==> config.mk <==
export PLATFORM = sky130hd
export DESIGN_NAME = game_speed_ctrl_flat
export DESIGN_NICKNAME = d
export VERILOG_FILES = /design/src/rtl/game_speed_ctrl_if.sv /design/src/rtl/game_speed_ctrl.sv /design/src/flat_wrapper.sv
export SDC_FILE = /design/constraint.sdc
export NUM_CORES = 1
export LEC_CHECK = 0
export CAP_MARGIN = 10
export CORE_MARGIN = 2
export CORE_UTILIZATION = 25
export DETAILED_ROUTE_END_ITERATION = 16
export GPL_ROUTABILITY_DRIVEN = 1
export SETUP_SLACK_MARGIN = 0.02
export SLEW_MARGIN = 20
export SYNTH_ARGS = -nofsm -noshare
export SYNTH_HDL_FRONTEND = slang
export SYNTH_SLANG_ARGS = --single-unit
==> constraint.sdc <==
create_clock -name clk -period 6.9 [get_ports clk]
set_input_delay 1.38 -clock clk [delete_from_list [all_inputs] [get_ports clk]]
set_output_delay 1.38 -clock clk [all_outputs]
set_load 0.005 [all_outputs]
==> src/rtl/game_speed_ctrl_if.sv <==
// game_speed_ctrl_if: button, game clock and rate/tick signals between player side and speed control
interface game_speed_ctrl_if;
  logic btn_faster;
  logic btn_slower;
  logic btn_pause;
  logic clk_game;
  logic [1:0] clk_rate;
  logic tick;
  logic paused;
  logic rate_changed;
  modport master (output btn_faster, btn_slower, btn_pause, clk_game, input clk_rate, tick, paused, rate_changed);
  modport slave (input btn_faster, btn_slower, btn_pause, clk_game, output clk_rate, tick, paused, rate_changed);
endinterface

==> src/rtl/game_speed_ctrl.sv <==
// game_speed_ctrl: debounced speed/pause buttons driving clk_rate, plus pause-gated game tick from clk_game
module game_speed_ctrl #(
  parameter int DEBOUNCE_CYCLES = 1_000_000
) (
  input logic clk,
  input logic rst,
  game_speed_ctrl_if.slave bus
);
  localparam logic [23:0] LAST = 24'(DEBOUNCE_CYCLES - 1);
  typedef enum logic {RUN, PAUSED} state_t;
  state_t state;
  logic [2:0] raw, press;
  logic [1:0] rate;
  logic paused, tick, rate_changed, g1, g2, g3, run, dec, inc;
  assign raw = {bus.btn_pause, bus.btn_slower, bus.btn_faster};
  for (genvar b = 0; b < 3; b++) begin : g_btn
    logic m1, s, stable, p;
    logic [23:0] cnt;
    assign press[b] = p;
    always_ff @(posedge clk or posedge rst)
      if (rst) begin
        m1 <= 1'b0;
        s <= 1'b0;
        stable <= 1'b0;
        p <= 1'b0;
        cnt <= '0;
      end else begin
        m1 <= raw[b];
        s <= m1;
        p <= s && !stable && cnt == LAST;
        if (s == stable) cnt <= '0;
        else if (cnt == LAST) begin
          stable <= s;
          cnt <= '0;
        end else cnt <= cnt + 24'd1;
      end
  end
  assign run = state == RUN;
  assign dec = press[0] && !press[1] && run && rate != 2'd0;
  assign inc = press[1] && !press[0] && run && rate != 2'd3;
  always_ff @(posedge clk or posedge rst)
    if (rst) begin
      state <= RUN;
      paused <= 1'b0;
      rate <= 2'b10;
      rate_changed <= 1'b0;
      g1 <= 1'b0;
      g2 <= 1'b0;
      g3 <= 1'b0;
      tick <= 1'b0;
    end else begin
      g1 <= bus.clk_game;
      g2 <= g1;
      g3 <= g2;
      tick <= g2 && !g3 && run;
      state <= press[2] ? (run ? PAUSED : RUN) : state;
      paused <= press[2] ? run : !run;
      rate <= dec ? rate - 2'd1 : inc ? rate + 2'd1 : rate;
      rate_changed <= dec || inc;
    end
  assign bus.clk_rate = rate;
  assign bus.tick = tick;
  assign bus.paused = paused;
  assign bus.rate_changed = rate_changed;
endmodule

==> src/flat_wrapper.sv <==
// flat-port wrapper written by rule: the top's interface ports become plain ports
module game_speed_ctrl_flat 
#(
  parameter int DEBOUNCE_CYCLES = 1_000_000
)
  (clk, rst, bus_btn_faster, bus_btn_slower, bus_btn_pause, bus_clk_game, bus_clk_rate, bus_tick, bus_paused, bus_rate_changed);
  game_speed_ctrl_if bus_i ();
  input logic clk;
  input logic rst;
  input wire logic [$bits(bus_i.btn_faster)-1:0] bus_btn_faster;
  input wire logic [$bits(bus_i.btn_slower)-1:0] bus_btn_slower;
  input wire logic [$bits(bus_i.btn_pause)-1:0] bus_btn_pause;
  input wire logic [$bits(bus_i.clk_game)-1:0] bus_clk_game;
  output wire logic [$bits(bus_i.clk_rate)-1:0] bus_clk_rate;
  output wire logic [$bits(bus_i.tick)-1:0] bus_tick;
  output wire logic [$bits(bus_i.paused)-1:0] bus_paused;
  output wire logic [$bits(bus_i.rate_changed)-1:0] bus_rate_changed;
  assign bus_i.btn_faster = bus_btn_faster;
  assign bus_i.btn_slower = bus_btn_slower;
  assign bus_i.btn_pause = bus_btn_pause;
  assign bus_i.clk_game = bus_clk_game;
  assign bus_clk_rate = bus_i.clk_rate;
  assign bus_tick = bus_i.tick;
  assign bus_paused = bus_i.paused;
  assign bus_rate_changed = bus_i.rate_changed;
  game_speed_ctrl #(.DEBOUNCE_CYCLES(DEBOUNCE_CYCLES)) u_core (.clk(clk), .rst(rst), .bus(bus_i));
endmodule
Word-level counts from Yosys, hierarchy flattened
Cells that the tools add are included.

Output and inout bits: 5. Input port bits: 6. Bits in registers: 93. Word-level logic and storage cells: 75.

Bitwise logic cells: 4. $add $sub $neg: 5. Equal/unequal tests: 7. Reductions and logical operators: 26. Muxes and demuxes: 10.

Operators with widths (number): two-way mux 24 bit (6); adder 24 x 1 -> 24 bit (second input constant) (3); == test 24 x 20 -> 1 bit (second input constant) (3); logical AND 1 bit (14); logical NOT 1 bit (6); AND reduction 2 bit (3); two-way mux 2 bit (2); inverter 1 bit (4); nonzero test 2 bit (2); == test 1 bit (3); adder 2 x 1 -> 2 bit (second input constant) (1); two-way mux 1 bit (2); != test 2 bit (second input constant) (1); subtractor 2 x 1 -> 2 bit (second input constant) (1); logical OR 1 bit (1).

Depth between registers and ports, before layout
Gate-level depths: netlist of run 1.

Depth after elaboration: 6. Gate-level depth with buffers: 7. Depth with buffers taken out: 5.

Least setup slack after synthesis of run 1
OpenSTA, ideal clock, no wires.

Path type: reg-to-output. Start point: register u_core.rate[1] (netlist: u_core.bus.clk_rate[1]). End point: output bus_clk_rate[1]. Arrival time: 532 ps. Path slack: 4988 ps. Cell stages (with the launch flop): 1. Cell sequence: dfstp_2.

RTL lines: start: declaration (RTL line game_speed_ctrl.sv:13) `logic [1:0] rate;`; start signal: assignment (RTL line game_speed_ctrl.sv:58) `rate <= dec ? rate - 2'd1 : inc ? rate + 2'd1 : rate;`; end: declaration (RTL line flat_wrapper.sv:14) `output wire logic [$bits(bus_i.clk_rate)-1:0] bus_clk_rate;`.

No word-level cell between the ends.

Worst setup path in the final report of run 1
Start point: register u_core.rate[1] (netlist: u_core.bus.clk_rate[1]). End point: output bus_clk_rate[1].

No word-level cell between the ends.

==> results of run 1 <==
## power groups by stage
stage | Sequential, uW | Combinational (uW) | Clock, uW
after detailed placement | 568 | 35.1 | 0
after CTS | 557 | 35.5 | 574
after global routing | 558 | 39.3 | 596
after floorplan | 566 | 23.3 | 0
after global placement | 567 | 34.0 | 0
final | 557 | 33.7 | 558
## worst paths after layout
check,to,slack (ns),cells after the start
max in group asynchronous,u_core.g_btn[2].cnt[2]$_DFF_PP0_,4.35,3
min in group asynchronous,u_core.bus.clk_rate[0]$_DFFE_PP0P_,1.42,2
hold reg to reg,u_core.g_btn[2].s$_DFF_PP0_,0.35,0
setup / recovery,bus_clk_rate[1],4.12,1
setup reg to reg,u_core.g_btn[1].cnt[23]$_DFF_PP0_,4.75,4
hold / removal,u_core.g_btn[2].s$_DFF_PP0_,0.35,0
## metal layers
metal | GRT usage, % | part of all wire, % | vias to the layer above
met3 | 3.37 | 3.9 | 5
li1 | - | - | 1606
met5 | 0 | 0 | -
met1 | 12.6 | 47 | 1656
met2 | 16.3 | 48 | 61
met4 | 3.88 | 0.96 | 0
## state kept, by name, summed over array words and instances (netlist names)
name,flops
u_core.g_btn.cnt,72
u_core.g_btn.m1,3
u_core.g_btn.p,3
u_core.g_btn.s,3
u_core.g_btn.stable,3
u_core.bus.clk_rate,2
u_core.bus.paused,1
u_core.bus.rate_changed,1
u_core.bus.tick,1
u_core.g1,1
u_core.g2,1
u_core.g3,1
u_core.state,1
## cells by family after synthesis
group	after synthesis	synth area share, %
buf+inv	40	3.44
mux	3	0.767
flops	93	52.9
simple gates	194	24.5
compound gates	68	8.95
fa+ha+maj	6	1.71
xor+xnor	39	7.76
## placed cells by master, fill, tap and decap left out, types with 2 or more instances in the layout
master	instances
a21oi_1	32
and2_1	2
and3_1	5
and4_1	6
buf_4	4
bufinv_16	3
clkbuf_1	3
clkbuf_16	9
clkdlybuf4s50_1	10
dfrtp_1	92
ha_1	6
inv_1	21
mux2_2	3
nand2_1	21
nand3_1	19
nand4_1	24
nor2_1	49
nor3_1	10
nor3b_1	2
nor4_1	12
nor4b_1	5
o21ai_0	15
o21bai_1	2
o31ai_1	16
o31ai_2	2
or2_2	2
or3_1	14
or4_1	18
xnor2_1	19
xor2_1	20
## layout make-up
cell class              instances  area (sq um)  share of cell area (%)
clock buffers                  12           236                    4.64
flip-flops and latches         93          2330                    45.7
repair buffers                 14           130                    2.56
multi-input cells             310          1930                    37.9
well taps                     225           282                    5.53
clock inverters                 4          98.8                    1.94
inverters                      22          83.8                    1.65
## metrics by stage
stage	worst slack, ns	std cells	instance area, sq um
finish	4.12	680	5090
global route	4.07	680	5090
CTS	4.09	680	5090
detailed placement	3.87	664	4760
global placement	3.91	664	4760
floorplan	3.10	443	4400
==> results.cfg, run 1 <==
[global_routing]
grt_overflow_total = 0
grt_max_degree = 57
antenna_found_initial = 0
grt_use_total_pct = 10.1
grt_pass1_wl_microns = 15000
grt_pass1_vias = 3213

[hold_path]
hp-class = flop to flop
min_from = u_core.g_btn[2].m1$_DFF_PP0_

[final_layout]
n_antenna_cell = 0
utilization_pct = 29.5
nNetsFinal = 462
final_layout_size_suffix_gt1_share_pct = 6.37
n_fill_cell = 1778
syn2layout_area_growth_pct = 15.7

[synth]
ys_top_cells_by_count = dfrtp_1 (92), nor2_1 (49), a21oi_1 (32)
synth.most_common_cell = dfrtp_1
synth_top_area_share_pct = 52.3
synthCells = 443
syn_area_sq_um = 4400
syn_avg_cell_area_sq_um = 9.94
ys_warn_count = 0
ys_ff_latch = 93
yosysTopAreaCell = dfrtp_1
yosysSeqAreaShare_pct = 52.9
synth_area_leaders = dfrtp_1 (52%), nor2_1 (4.2%), xor2_1 (4.0%)
synth_edf_count = 0
synthArstFlopShare_pct = 100
yosysUniqueCellTypes = 33
synthesis.nets = 455
synth_ff_type = dfrtp_1

[cts]
cts_tree = built
post-cts-setup-buffers = 0
cts_sinks = 93
htreeDepth = 3
cts_hold_buffers = 0
root_buffer = clkbuf_16
clk_latency_ns = 0.34
cts.path.max_buffers = 2
cts_buffers = 9
cts_resized = 0
clkTransAtPathRegs_ns = 0.06

[detailed_routing]
ant_nets = 0
vias_per_cell = 4.89
drc_errors = 0
drt-total-wl_microns = 8670
drt-pass1-iter-count = 4
first_iter_violations = 259
wl_per_cell_microns = 12.8
via_count = 3328

[placement]
hpwl_microns = 5850
numPortBuffers = 10
gp_congestion = 0.777

[setup_path]
endpoint_kind = output pin
criticalPathCategory = flop to output pin
critical_path.cell_chain = clkdlybuf4s50_1
crit_path_start = u_core.bus.clk_rate[1]$_DFFE_PP1P_
worstPathArrival_ns = 1.40
critPathMaxStageDelay_ns = 0.56
cp_max_fo = 5
slowest_stage = dfstp_2
crit_buf_inv = 1
start_kind = flop
path_delay_family = flip-flops
required_ns = 5.52
r2r_start = u_core.g_btn[1].cnt[9]$_DFF_PP0_

[power_and_ir_drop]
power_switching_uw = 230
clock_power_share_pct = 48.5
p_seq_share_pct = 48.5
power_density_nw_per_um2 = 226
total_power_uw = 1150
combPwrFrac_pct = 2.9
vdd_drop_max_v = 0.000123
switching_share_pct = 20.0
p_leak_uw = 0.00200
p_int_uw = 919

[timing]
rsz0062_at_grt = false
fin_crit_sh_pct = 40.4
max_freq_ghz = 0.359
setup_viol = 0
finalSetupTns_ns = 0
slew-limit-headroom_pct = 54.3
worst_slew_pin_slew_ns = 0.686
drv_slew = 0
holdWs_ns = 0.346
hold_violations = 0
period_minus_slack_ns = 2.78
skew_ns = 0.00864

[status]
status = complete, no violations

[flow_run]
maxCapViolCount = 0

[die]
rows = 48
pin_count = 11
die_w_microns = 137
initial_utilization_pct = 25.5
fp.coreArea_sq_um = 17200
fp.dieArea_sq_um = 18700
fp.dieH_microns = 137
No activity file was read; power rests on OpenSTA's default activity.
==> run 2: changes to the inputs <==
==> constraint.sdc (replaced) <==
create_clock -name clk -period 2.38 [get_ports clk]
set_input_delay 0.476 -clock clk [delete_from_list [all_inputs] [get_ports clk]]
set_output_delay 0.476 -clock clk [all_outputs]
set_load 0.005 [all_outputs]
==> results.cfg, run 2 (synthesis gave the netlist of run 1 again) <==
[status]
status = complete, no violations

[die]
fp.dieArea_sq_um = 18700
initial_utilization_pct = 25.5
rows = 48
die_w_microns = 137
fp.dieH_microns = 137
pin_count = 11
fp.coreArea_sq_um = 17200

[placement]
hpwl_microns = 5950
numPortBuffers = 10
gp_congestion = 0.768

[final_layout]
nNetsFinal = 467
final_cell_mix = dfrtp_1 (92), nor2_1 (49), a21oi_1 (32)
syn2layout_area_growth_pct = 15.5
n_antenna_cell = 0
final_common_cell = dfrtp_1
n_fill_cell = 1760
top_register = u_core.g_btn.cnt
final_layout_size_suffix_gt1_share_pct = 7.64
largest_reg_flops = 72

[cts]
cts_tree = built
clkTransAtPathRegs_ns = 0.07
cts_hold_buffers = 0
cts.path.max_buffers = 2
root_buffer = clkbuf_16
cts_sinks = 93
htreeDepth = 3
clk_latency_ns = 0.35
post-cts-setup-buffers = 0
cts_resized = 0
cts_buffers = 9

[setup_path]
worstPathArrival_ns = 2.38
endpoint_kind = flop
criticalPathCategory = flop to flop
start_kind = flop
required_ns = 2.65
cp_max_fo = 16
reg2reg_depth = 4

[timing]
holdWs_ns = 0.350
slew-limit-headroom_pct = 64.2
hold_violations = 0
skew_ns = 0.00888
period_minus_slack_ns = 2.12
rsz0062_at_grt = false
max_freq_ghz = 0.472
setup_viol = 0
fin_crit_sh_pct = 88.9
finalSetupTns_ns = 0
worst_slew_pin_slew_ns = 0.535
drv_slew = 0

[detailed_routing]
via_count = 3282
first_iter_violations = 222
vias_per_cell = 4.81
ant_nets = 0
drt-total-wl_microns = 8500
drc_errors = 0
drt-pass1-iter-count = 4
wl_per_cell_microns = 12.4

[global_routing]
grt_max_degree = 52
grt_use_total_pct = 10.2
antenna_found_initial = 0
grt_overflow_total = 0
grt_pass1_vias = 3282
grt_pass1_wl_microns = 15300

[power_and_ir_drop]
p_int_uw = 2390
vdd_drop_max_v = 0.000320
power_switching_uw = 663
p_seq_share_pct = 52.9
p_leak_uw = 0.00199
switching_share_pct = 21.7
power_density_nw_per_um2 = 601
clock_power_share_pct = 43.7
combPwrFrac_pct = 3.4

[flow_run]
maxCapViolCount = 0

[hold_path]
whs_path_depth = 0
hp-class = flop to flop
-- run 2: per-stage QoR --
stage | std cells | power, uW | utilization [%] | setup WS (ns) | cell area, sq um
floorplan | 443 | 1710 | - | 0.481 | 4410
global placement | 669 | 1750 | 27.9 | 0.377 | 4810
detailed placement | 669 | 1750 | 27.9 | 0.282 | 4810
CTS | 683 | 3120 | 29.5 | 0.248 | 5080
global route | 683 | 3190 | 29.5 | 0.0468 | 5080
finish | 683 | 3060 | 29.5 | 0.263 | 5080
-- run 2: final cells by class --
cell class,instances,area (sq um),share of cell area (%)
Clock buffer,11,253,4.97
Clock inverter,3,21.3,0.419
Inverter,22,86.3,1.70
Multi-Input combinational cell,310,1930,38.0
Sequential cell,93,2330,45.8
Tap cell,225,282,5.54
Timing Repair Buffer,19,180,3.55
-- run 2: worst max-delay path, stage by stage, from the launching register on --
cell and delay [ns]:
dfrtp_1 0.46, and4_1 0.29, nand4_1 0.44, or4_1 0.66
a21oi_1 0.19
-- run 2: worst paths after layout --
kind / start / endpoint / slack [ns]
min reg2reg: u_core.g_btn[0].m1$_DFF_PP0_ / u_core.g_btn[0].s$_DFF_PP0_ / 0.35
max reg2reg: u_core.g_btn[1].cnt[9]$_DFF_PP0_ / u_core.g_btn[1].cnt[23]$_DFF_PP0_ / 0.26
max: u_core.g_btn[1].cnt[9]$_DFF_PP0_ / u_core.g_btn[1].cnt[23]$_DFF_PP0_ / 0.26
min in group asynchronous: rst / u_core.g_btn[2].cnt[17]$_DFF_PP0_ / 0.55
min: u_core.g_btn[0].m1$_DFF_PP0_ / u_core.g_btn[0].s$_DFF_PP0_ / 0.35
max in group asynchronous: rst / u_core.bus.clk_rate[1]$_DFFE_PP1P_ / 1.16
-- run 2: per-layer routing --
metal | global-route usage (%) | up-vias | wire [microns]
met5 | 0 | - | 0
met4 | 3.07 | 0 | 81
met3 | 3.59 | 8 | 314
met2 | 16.8 | 47 | 4080
met1 | 12.5 | 1616 | 4020
li1 | - | 1611 | -
-- run 2: power by group through the flow --
stage | clock (uW) | sequential (uW) | combinational [uW]
after floorplan | 0 | 1640 | 68.0
after global placement | 0 | 1640 | 106
after detailed placement | 0 | 1650 | 109
after CTS | 1390 | 1620 | 109
after global routing | 1450 | 1620 | 123
final | 1340 | 1620 | 104
==> run 3: changes to the inputs <==
--- a/config.mk
+++ b/config.mk
@@ -5,9 +5,9 @@
 export SDC_FILE = /design/constraint.sdc
 export NUM_CORES = 1
 export LEC_CHECK = 0
-export CAP_MARGIN = 10
 export CORE_MARGIN = 2
 export CORE_UTILIZATION = 25
+export CTS_CLUSTER_DIAMETER = 80
 export DETAILED_ROUTE_END_ITERATION = 16
 export GPL_ROUTABILITY_DRIVEN = 1
 export SETUP_SLACK_MARGIN = 0.02
==> results of run 3 <==
No change in the layout: final DEF, timing and power equal those of run 2.
